$ cat src/rtl/barrel_pipe_if.sv
// rtl/barrel_pipe_if.sv - operand and result valid/ready streams for barrel_pipe
interface barrel_pipe_if #(
  parameter int WIDTH = 32
);
  localparam int AW = $clog2(WIDTH);

  logic             in_valid;
  logic             in_ready;
  logic [WIDTH-1:0] in_data;
  logic [AW-1:0]    in_amt;
  logic [2:0]       in_mode;
  logic             out_valid;
  logic             out_ready;
  logic [WIDTH-1:0] out_data;
  logic             out_zero;

  modport master (
    output in_valid, in_data, in_amt, in_mode, out_ready,
    input  in_ready, out_valid, out_data, out_zero
  );

  modport slave (
    input  in_valid, in_data, in_amt, in_mode, out_ready,
    output in_ready, out_valid, out_data, out_zero
  );
endinterface

$ cat src/rtl/barrel_pipe.sv
// rtl/barrel_pipe.sv - pipelined barrel shifter/rotator with global-stall valid/ready flow
module barrel_pipe #(
  parameter int WIDTH = 32,
  parameter int PIPE  = 2
) (
  input  logic          clk,
  input  logic          rst,
  barrel_pipe_if.slave  bus
);
  localparam int LVL = $clog2(WIDTH);
  localparam int NC  = (PIPE > 1) ? PIPE - 1 : 1;

  // First level index of register group g; earlier groups absorb the remainder.
  function automatic int grp_lo(input int g);
    return g * (LVL / PIPE) + ((g < LVL % PIPE) ? g : LVL % PIPE);
  endfunction

  function automatic logic [WIDTH-1:0] shift_one(input logic [WIDTH-1:0] d, input int s,
                                                 input logic [2:0] mode);
    case (mode)
      3'b000:  return d << s;
      3'b001:  return d >> s;
      3'b010:  return WIDTH'($signed(d) >>> s);
      3'b011:  return (d << s) | (d >> (WIDTH - s));
      3'b100:  return (d >> s) | (d << (WIDTH - s));
      default: return d;
    endcase
  endfunction

  function automatic logic [WIDTH-1:0] apply_levels(input logic [WIDTH-1:0] d,
                                                    input logic [LVL-1:0] amt,
                                                    input logic [2:0] mode,
                                                    input int lo, input int hi);
    logic [WIDTH-1:0] v;
    v = d;
    for (int j = 0; j < LVL; j++) begin
      if (j >= lo && j < hi && amt[j]) v = shift_one(v, 1 << j, mode);
    end
    return v;
  endfunction

  logic [WIDTH-1:0] r_data  [PIPE];
  logic             r_valid [PIPE];
  logic [LVL-1:0]   r_amt   [NC];
  logic [2:0]       r_mode  [NC];
  logic             r_zero;
  logic [WIDTH-1:0] w_next  [PIPE];
  logic             w_advance;
  logic             w_in_ready;

  assign w_advance  = !r_valid[PIPE-1] || bus.out_ready;
  assign w_in_ready = w_advance && !rst;

  assign bus.in_ready  = w_in_ready;
  assign bus.out_valid = r_valid[PIPE-1];
  assign bus.out_data  = r_data[PIPE-1];
  assign bus.out_zero  = r_zero;

  for (genvar g = 0; g < PIPE; g++) begin : g_level
    if (g == 0) begin : g_head
      assign w_next[g] = apply_levels(bus.in_data, bus.in_amt, bus.in_mode,
                                      grp_lo(g), grp_lo(g + 1));
    end else begin : g_body
      assign w_next[g] = apply_levels(r_data[g-1], r_amt[g-1], r_mode[g-1],
                                      grp_lo(g), grp_lo(g + 1));
    end
  end

  // Whole pipeline moves or holds as one; bubbles are never squeezed out.
  always_ff @(posedge clk) begin
    if (rst) begin
      for (int k = 0; k < PIPE; k++) begin
        r_data[k]  <= '0;
        r_valid[k] <= 1'b0;
      end
      for (int k = 0; k < NC; k++) begin
        r_amt[k]  <= '0;
        r_mode[k] <= '0;
      end
      r_zero <= 1'b0;
    end else if (w_advance) begin
      r_valid[0] <= bus.in_valid && w_in_ready;
      for (int k = 1; k < PIPE; k++) r_valid[k] <= r_valid[k-1];
      for (int k = 0; k < PIPE; k++) r_data[k] <= w_next[k];
      if (PIPE > 1) begin
        r_amt[0]  <= bus.in_amt;
        r_mode[0] <= bus.in_mode;
      end
      for (int k = 1; k < NC; k++) begin
        r_amt[k]  <= r_amt[k-1];
        r_mode[k] <= r_mode[k-1];
      end
      r_zero <= (w_next[PIPE-1] == '0);
    end
  end
endmodule

$ cat src/flat_wrapper.sv
// flat-port wrapper written by rule: the top's interface ports become plain ports
module barrel_pipe_flat 
#(
  parameter int WIDTH = 32,
  parameter int PIPE  = 2
)
  (clk, rst, bus_in_valid, bus_in_data, bus_in_amt, bus_in_mode, bus_out_ready, bus_in_ready, bus_out_valid, bus_out_data, bus_out_zero);
  barrel_pipe_if #(.WIDTH(WIDTH)) bus_i ();
  input  logic clk;
  input  logic rst;
  input wire logic [$bits(bus_i.in_valid)-1:0] bus_in_valid;
  input wire logic [$bits(bus_i.in_data)-1:0] bus_in_data;
  input wire logic [$bits(bus_i.in_amt)-1:0] bus_in_amt;
  input wire logic [$bits(bus_i.in_mode)-1:0] bus_in_mode;
  input wire logic [$bits(bus_i.out_ready)-1:0] bus_out_ready;
  output wire logic [$bits(bus_i.in_ready)-1:0] bus_in_ready;
  output wire logic [$bits(bus_i.out_valid)-1:0] bus_out_valid;
  output wire logic [$bits(bus_i.out_data)-1:0] bus_out_data;
  output wire logic [$bits(bus_i.out_zero)-1:0] bus_out_zero;
  assign bus_i.in_valid = bus_in_valid;
  assign bus_i.in_data = bus_in_data;
  assign bus_i.in_amt = bus_in_amt;
  assign bus_i.in_mode = bus_in_mode;
  assign bus_i.out_ready = bus_out_ready;
  assign bus_in_ready = bus_i.in_ready;
  assign bus_out_valid = bus_i.out_valid;
  assign bus_out_data = bus_i.out_data;
  assign bus_out_zero = bus_i.out_zero;
  barrel_pipe #(.WIDTH(WIDTH), .PIPE(PIPE)) u_core (.clk(clk), .rst(rst), .bus(bus_i));
endmodule
$ cat config.mk
export PLATFORM = sky130hd
export DESIGN_NAME = barrel_pipe_flat
export DESIGN_NICKNAME = d
export VERILOG_FILES = /design/src/rtl/barrel_pipe_if.sv /design/src/rtl/barrel_pipe.sv /design/src/flat_wrapper.sv
export SDC_FILE = /design/constraint.sdc
export NUM_CORES = 1
export LEC_CHECK = 0
export BUFFER_PORTS_ARGS = -buffer_cell sky130_fd_sc_hd__buf_4
export CORE_MARGIN = 1.5
export CORE_UTILIZATION = 35
export CTS_BUF_LIST = sky130_fd_sc_hd__clkbuf_2 sky130_fd_sc_hd__clkbuf_4 sky130_fd_sc_hd__clkbuf_8
export DETAILED_ROUTE_END_ITERATION = 8
export PLACE_DENSITY_LB_ADDON = 0.12
export SLEW_MARGIN = 40
export SYNTH_ARGS = -nofsm -noshare
export SYNTH_HDL_FRONTEND = slang
export SYNTH_SLANG_ARGS = --single-unit
$ cat constraint.sdc
create_clock -name clk -period 3 [get_ports clk]
set_clock_uncertainty 0.1 [all_clocks]
set_input_delay 0.15 -clock clk [delete_from_list [all_inputs] [get_ports clk]]
set_output_delay 0.15 -clock clk [all_outputs]
set_load 0.1 [all_outputs]
# Yosys cells after proc, flatten, opt, wreduce, memory -nomap -nowiden
# Memory sizes are Yosys's and may differ from the RTL's.
# Index checks and enable logic that the tools add are counted.
[totals]
reg_bits = 1
ramBits = 74
inputBits = 44
out_inout_bits = 35
word_cells = 60
n_memories = 4
[op_classes]
n_eq_ne = 8
muxes = 23
bitwise = 13
reduce_logical = 11
[memory_table]
columns = ["memory", "words", "word_bits", "rd", "rd_clocked_by_memory_dff", "write_ports", "line_no", "rtl"]
rows = [
  ["u_core.r_data", 2, 32, 2, 0, 2, "barrel_pipe.sv:42", "logic [WIDTH-1:0] r_data [PIPE];"],
  ["u_core.r_amt", 1, 5, 1, 0, 1, "barrel_pipe.sv:44", "logic [LVL-1:0] r_amt [NC];"],
  ["u_core.r_mode", 1, 3, 1, 0, 1, "barrel_pipe.sv:45", "logic [2:0] r_mode [NC];"],
  ["u_core.r_valid", 2, 1, 2, 0, 2, "barrel_pipe.sv:43", "logic r_valid [PIPE];"],
]
[ops]
columns = ["operator", "n"]
rows = [
  ["$pmux 32 s5", 4],
  ["$mux 32", 7],
  ["$pmux 32 s4", 1],
  ["$logic_not 32->1", 1],
  ["$or 24x32->32", 1],
  ["$or 28x32->32", 1],
  ["$or 30x32->32", 1],
  ["$or 31x32->32", 1],
  ["$or 32x1->32", 1],
  ["$or 32x16->32", 1],
  ["$or 32x2->32", 1],
  ["$or 32x4->32", 1],
  ["$or 32x8->32", 1],
  ["$eq 3x2->1 const B", 4],
  ["$mux 1", 9],
  ["$eq 3x1->1 const B", 2],
  ["$eq 3x3->1 const B", 2],
  ["$logic_not 3->1", 2],
  ["$mux 5", 1],
  ["$reduce_or 5->1", 1],
  ["$or 1x1->1", 4],
  ["$mux 3", 1],
  ["$reduce_or 3->1", 1],
  ["$logic_and 1x1->1", 2],
  ["other kinds (3)", 4],
]

# Logic depth before layout (Yosys ltp)
[logic_depth]
ltp_word = 10
mapped_depth = 12
depth_no_buf = 8

# Worst setup path before layout
# OpenSTA, ideal clock, no wires.
[synth_timing]
path_type = "register to register"
start = "memory u_core.r_mode[0][1]"
end = "register u_core.r_zero (netlist: u_core.bus.out_zero)"
setup_time_ns = 0.089
arrival_time_ns = 2.674
required_ns = 2.811
path_slack_ns = 0.138
stages_incl_launch_ff = 9
path_buffers = 0
synth_period_minus_slack_ns = 2.862
path_cell_list = "edfxtp_1 -> xnor2_1 -> mux2_2 -> o221ai_2 -> o21ai_1 -> o21a_1 -> or4b_1 -> or4_1 -> o32ai_2"
[synth_between]
elab_chain_len = 8
elab_cells_between_ends = 13
classes_between = "eq/ne (4); mux (4); bitwise (1); reduce/logical (3); memory (1)"
[synth_rtl]
columns = ["item", "line_no", "rtl"]
rows = [
  ["start, declared", "barrel_pipe.sv:45", ""],
  ["$mem_v2 1x3 (*)", "--", ""],
  ["$eq 3x3->1, or another cell as far along", "barrel_pipe.sv:20", "case (mode)"],
  ["$pmux 32 s5", "barrel_pipe.sv:20", ""],
  ["$mux 32", "barrel_pipe.sv:37", "if (j >= lo && j < hi && amt[j]) v = shift_one(v, 1 << j, mode);"],
  ["$or 32x16->32", "barrel_pipe.sv:24, barrel_pipe.sv:25", ""],
  ["$pmux 32 s4", "barrel_pipe.sv:20", ""],
  ["$mux 32 (*)", "barrel_pipe.sv:37", ""],
  ["$logic_not 32->1 (*)", "barrel_pipe.sv:93", "r_zero <= (w_next[PIPE-1] == '0);"],
  ["end signal, assigned", "barrel_pipe.sv:93", ""],
  ["end, declared", "barrel_pipe.sv:46", "logic r_zero;"],
]
# Mark *: on every way between the ends. The rest lies on a longest branch, timed or not.
# A chain may end at the register's enable or synchronous reset.

# Final worst setup path
# Same ends and word-level chain as after synthesis.

==> summary by stage <==
Layout
The post-synthesis to final-layout area growth is 20.7%. The share of the core filled with cells is 0.431. The final-layout fill cell count is 2073.

The flip-flop and latch area is roughly 0.0022 mm2. The final antenna diode count is 0. The area of the multi-input gates is about 0.0042 mm2. Of the cells placed in the final design, the portion with a size suffix greater than 1 is 0.230. The final layout contains about 1000 nets. The finished cells cover 0.00841 mm2.

Critical path
The capturing element type of the critical path is a register. The total stage count of the critical path is 8. The maximum fanout along the worst path is 11. The critical-path cell with the highest stage delay is or4b_4. The endpoint arrival time on the critical path is between 3 and 4 ns.

The worst setup path category is register to register. The total buffers and inverters traversed by the critical path is 1. For this run, the slowest stage of the critical path takes 0.54 ns.

The startpoint kind of the worst setup timing path is a register. Data on the critical path is required at its endpoint by between 3 and 4 ns. Among cell families on the critical path, the largest total delay comes from simple AND/OR/NAND/NOR gates. Walking the worst path, the cells encountered are buf_6, and3b_2, a22oi_2, a31oi_2, o21a_1, or4b_4, or4_4, o32ai_2. Measured in cells, the most critical reg-to-reg path has a length of 8.

Yosys
Counting flops with a built-in enable in the synthesized netlist gives around 70. Synthesis instantiated 73 different standard cells from the library. The total number of yosys warnings is 0.

The fraction of registers with async set or reset after synthesis is 0. Among all flip-flop cells after synthesis, the most frequent one is edfxtp_1. Synthesis produced ~900 cells.

The cell area that synthesis handed to floorplanning was 0.00697 mm2. After synthesis the netlist holds a flip-flop and latch count of 72. The share of the Yosys chip area taken by registers is 0.309. The number of nets produced by synthesis is ~950. In this run the mean area of a mapped cell was 7.66 um2.

Pwr
In this run the power density over the cells is a little under 500 mW/mm2. The design draws slightly above 4 mW. The reported leakage power is between 3 and 4 nW. The internal portion of total power is around 2.3 mW. Of the total power, combinational logic draws 0.488. The power spent charging and discharging nets is roughly 1.8 mW. The switching share of total power is 0.439. The share of total power dissipated in the clock network is 0.180. The share of total power dissipated in sequential elements is 0.332.

Across the VDD grid, the largest voltage drop is approximately 0.19 mV.

Placement
The congestion estimate from routability-driven global placement came to between 1 and 1.5. The cell area after placement is ~0.008 mm2. The sum of net half-perimeters after detailed placement is 19.9 mm. During placement, the flow inserted port buffers numbering 78.

Die
After floorplanning, the core was divided into between 50 and 60 placement rows. The die covers ~0.021 mm2. The number of primary I/O pins is 79. The overall die width is ~140 um. In this run the vertical extent of the chip is roughly 140 um. The core area is 0.0195 mm2. The starting utilization of the core area is 0.357.

Routing
For this run, design rule violations remaining after detail routing come to 0. For this block, the initial DRC count from the detailed router was 814. The number of vias per cell after detailed routing is 6.07.

Once detail routing completed, the nets flagged for antenna violations numbered 0. The wire length per cell after detailed routing is a little over 20 um. The routed layout has between 7000 and 8000 vias. The wire length after detailed routing is about 26 mm. The length of the first detailed-routing pass in iterations is 7.

Worst hold path
The instance count along the most critical hold path is 3. The class of the tightest hold or removal check is input port to register.

STA
Setup repair after global routing left no endpoint under its margin. The number of pins exceeding their max-slew limit in the final report is 0. The worst-margin pin slew is 0.755 ns.

The final-layout worst hold slack is between 0.15 and 0.2 ns. The final period demand of the worst path is 2.90 ns. Setup violations remaining at the end of the flow were counted as 0. Derived from the worst setup path, the maximum achievable clock frequency is between 0.3 and 0.4 GHz. In the finished design, the share of the clock period the worst path needs comes to 0.965. The final hold violation count was 0.

The headroom to the max-slew limit is 0.496. Adding up every negative setup slack in the final design gives 0 ns.

CTS
The number of sinks driven by the clock tree is slightly above 70. The maximum clock insertion buffer count is 2. TritonCTS built the clock tree. In this run, CTS created clock tree buffers numbering 9. Clock latency on the worst-skew pair, taken at its later pin, is around 0.36 ns. Clock-pin slew was measured on the worst setup and hold paths at about 0.070 ns.

CTS built an H-tree with a depth of 3. The root cell of the clock tree is clkbuf_8.

GRT
Across every metal layer, demand over resource in global routing totals 0.254. Entering global routing, the biggest net connects approximately 50 pins. The number of global-route vias before repair is about 7000. The number of antenna violations at the first check in global routing is 0. The wire length of the first global-routing pass is ~40 mm.

The total congestion overflow after global routing is 0.

Outcome
The run finished with clean final reports.

Run
Across the run, the number of max-cap violations was 0.
worst paths after layout:
kind	startpoint	to	slack, ns
worst max-delay path	u_core.r_mode[0][1]$_SDFFCE_PN0P_	u_core.bus.out_zero$_SDFFE_PP0N_	0.10
worst max register to register	u_core.r_mode[0][1]$_SDFFCE_PN0P_	u_core.bus.out_zero$_SDFFE_PP0N_	0.10
worst min register to register	u_core.bus.out_zero$_SDFFE_PP0N_	u_core.bus.out_zero$_SDFFE_PP0N_	0.39
worst min-delay path	bus_in_amt[2]	u_core.r_data[0][31]$_SDFFCE_PN0P_	0.16
cell usage in the layout (no fill, tap or decap), types with 5 or more instances in the layout:
cell type and n:
o22ai_1 33, a32oi_1 5, nor3_1 15, a211oi_1 23, nand4_1 5, nand3_1 12
a22oi_1 23, nor2_1 139, o211ai_1 10, a221oi_1 41, buf_12 7, o221ai_1 5
o21ai_0 75, edfxtp_1 71, nand2b_1 11, nand2_1 52, a31oi_1 14, and2_1 15
clkbuf_8 9, buf_4 174, o21a_1 5, o2bb2ai_1 5, mux2_2 8, mux2i_1 8
a21oi_1 101, inv_1 13, o21ai_1 6
flip-flops by register name, summed over array words and instances (netlist names):
| signal | flops |
|---|---|
| u_core.r_data | 64 |
| u_core.r_mode | 3 |
| u_core.r_amt | 2 |
| u_core.r_valid | 2 |
| u_core.bus.out_zero | 1 |
synthesized netlist by cell type (4+ instances only):
| library cell | count | share of area |
|---|---|---|
| a2111oi_0 | 4 | 0.0050 |
| a211oi_1 | 23 | 0.025 |
| a21boi_0 | 4 | 0.0043 |
| a21oi_1 | 101 | 0.073 |
| a221o_1 | 4 | 0.0057 |
| a221oi_1 | 41 | 0.052 |
| a22oi_1 | 24 | 0.026 |
| a31oi_1 | 15 | 0.013 |
| a32oi_1 | 5 | 0.0063 |
| and2_1 | 15 | 0.013 |
| and3_1 | 4 | 0.0036 |
| buf_1 | 7 | 0.0038 |
| buf_2 | 29 | 0.021 |
| buf_4 | 34 | 0.037 |
| clkbuf_1 | 47 | 0.025 |
| edfxtp_1 | 71 | 0.31 |
| inv_1 | 13 | 0.0070 |
| mux2_2 | 8 | 0.013 |
| mux2i_1 | 8 | 0.011 |
| nand2_1 | 52 | 0.028 |
| nand2b_1 | 11 | 0.0099 |
| nand3_1 | 12 | 0.0086 |
| nand4_1 | 5 | 0.0045 |
| nor2_1 | 140 | 0.075 |
| nor2b_1 | 4 | 0.0036 |
| nor3_1 | 15 | 0.011 |
| nor3b_1 | 4 | 0.0043 |
| o211ai_1 | 10 | 0.011 |
| o21a_1 | 6 | 0.0065 |
| o21ai_0 | 76 | 0.055 |
| o21ai_1 | 6 | 0.0043 |
| o221ai_1 | 5 | 0.0063 |
| o22a_1 | 4 | 0.0050 |
| o22ai_1 | 33 | 0.030 |
| o2bb2ai_1 | 5 | 0.0063 |
| o31ai_1 | 4 | 0.0043 |
| or2_2 | 5 | 0.0045 |
worst register-to-register path, cell delays in order, from the launching register on:
cell	delay [ns]
edfxtp_1	0.50
buf_6	0.19
and3b_2	0.26
a22oi_2	0.20
a31oi_2	0.13
o21a_1	0.20
or4b_4	0.54
or4_4	0.49
o32ai_2	0.19
power groups by stage:
stage               clock (mW)  sequential (mW)  combinational [mW]
floorplan                    0             1.34                1.39
global placement             0             1.39                1.98
detailed placement           0             1.39                1.97
global route             0.804             1.39                2.17
CTS                      0.771             1.37                1.98
finish                   0.747             1.38                2.03
routing by layer:
metal,GRT usage,up-vias,part of all wire
li1,-,3610,-
met1,0.378,3665,0.46
met2,0.371,329,0.44
met3,0.0576,33,0.083
met4,0.0575,0,0.016
met5,0,-,0
metrics by stage:
| stage | cells | setup WS (ns) |
|---|---|---|
| 6_report | 1258 | 0.104 |
| 5_1_grt | 1258 | 0.0110 |
| 4_1_cts | 1255 | 0.0480 |
| 3_5_place_dp | 1236 | 0.0788 |
| 3_3_place_gp | 1236 | 0.131 |
| 2_1_floorplan | 910 | 0.138 |
timing repair:
action | in CTS | in global routing
hold endpoints to repair | 3 | 0
gates resized for setup | 0 | 12
buffers inserted | 0 | 3
hold buffers | 3 | 0
setup endpoints to repair | 0 | 1
logic make-up after synthesis:
| logic type | Yosys count | share of synthesized area |
|---|---|---|
| simple gates | 288 | 0.191 |
| fa+ha+maj | 1 | 0.00162 |
| buf+inv | 134 | 0.0968 |
| compound gates | 394 | 0.371 |
| mux | 17 | 0.0260 |
| flops | 72 | 0.309 |
| xor+xnor | 4 | 0.00503 |
layout make-up:
| class | instances | area share |
|---|---|---|
| Clock inverter | 5 | 0.00565 |
| Inverter | 16 | 0.00714 |
| Multi-Input combinational cell | 704 | 0.499 |
| Clock buffer | 11 | 0.0165 |
| Sequential cell | 72 | 0.256 |
| Timing Repair Buffer | 185 | 0.177 |
| Tap cell | 265 | 0.0394 |
(Power assumes the default switching activity.)
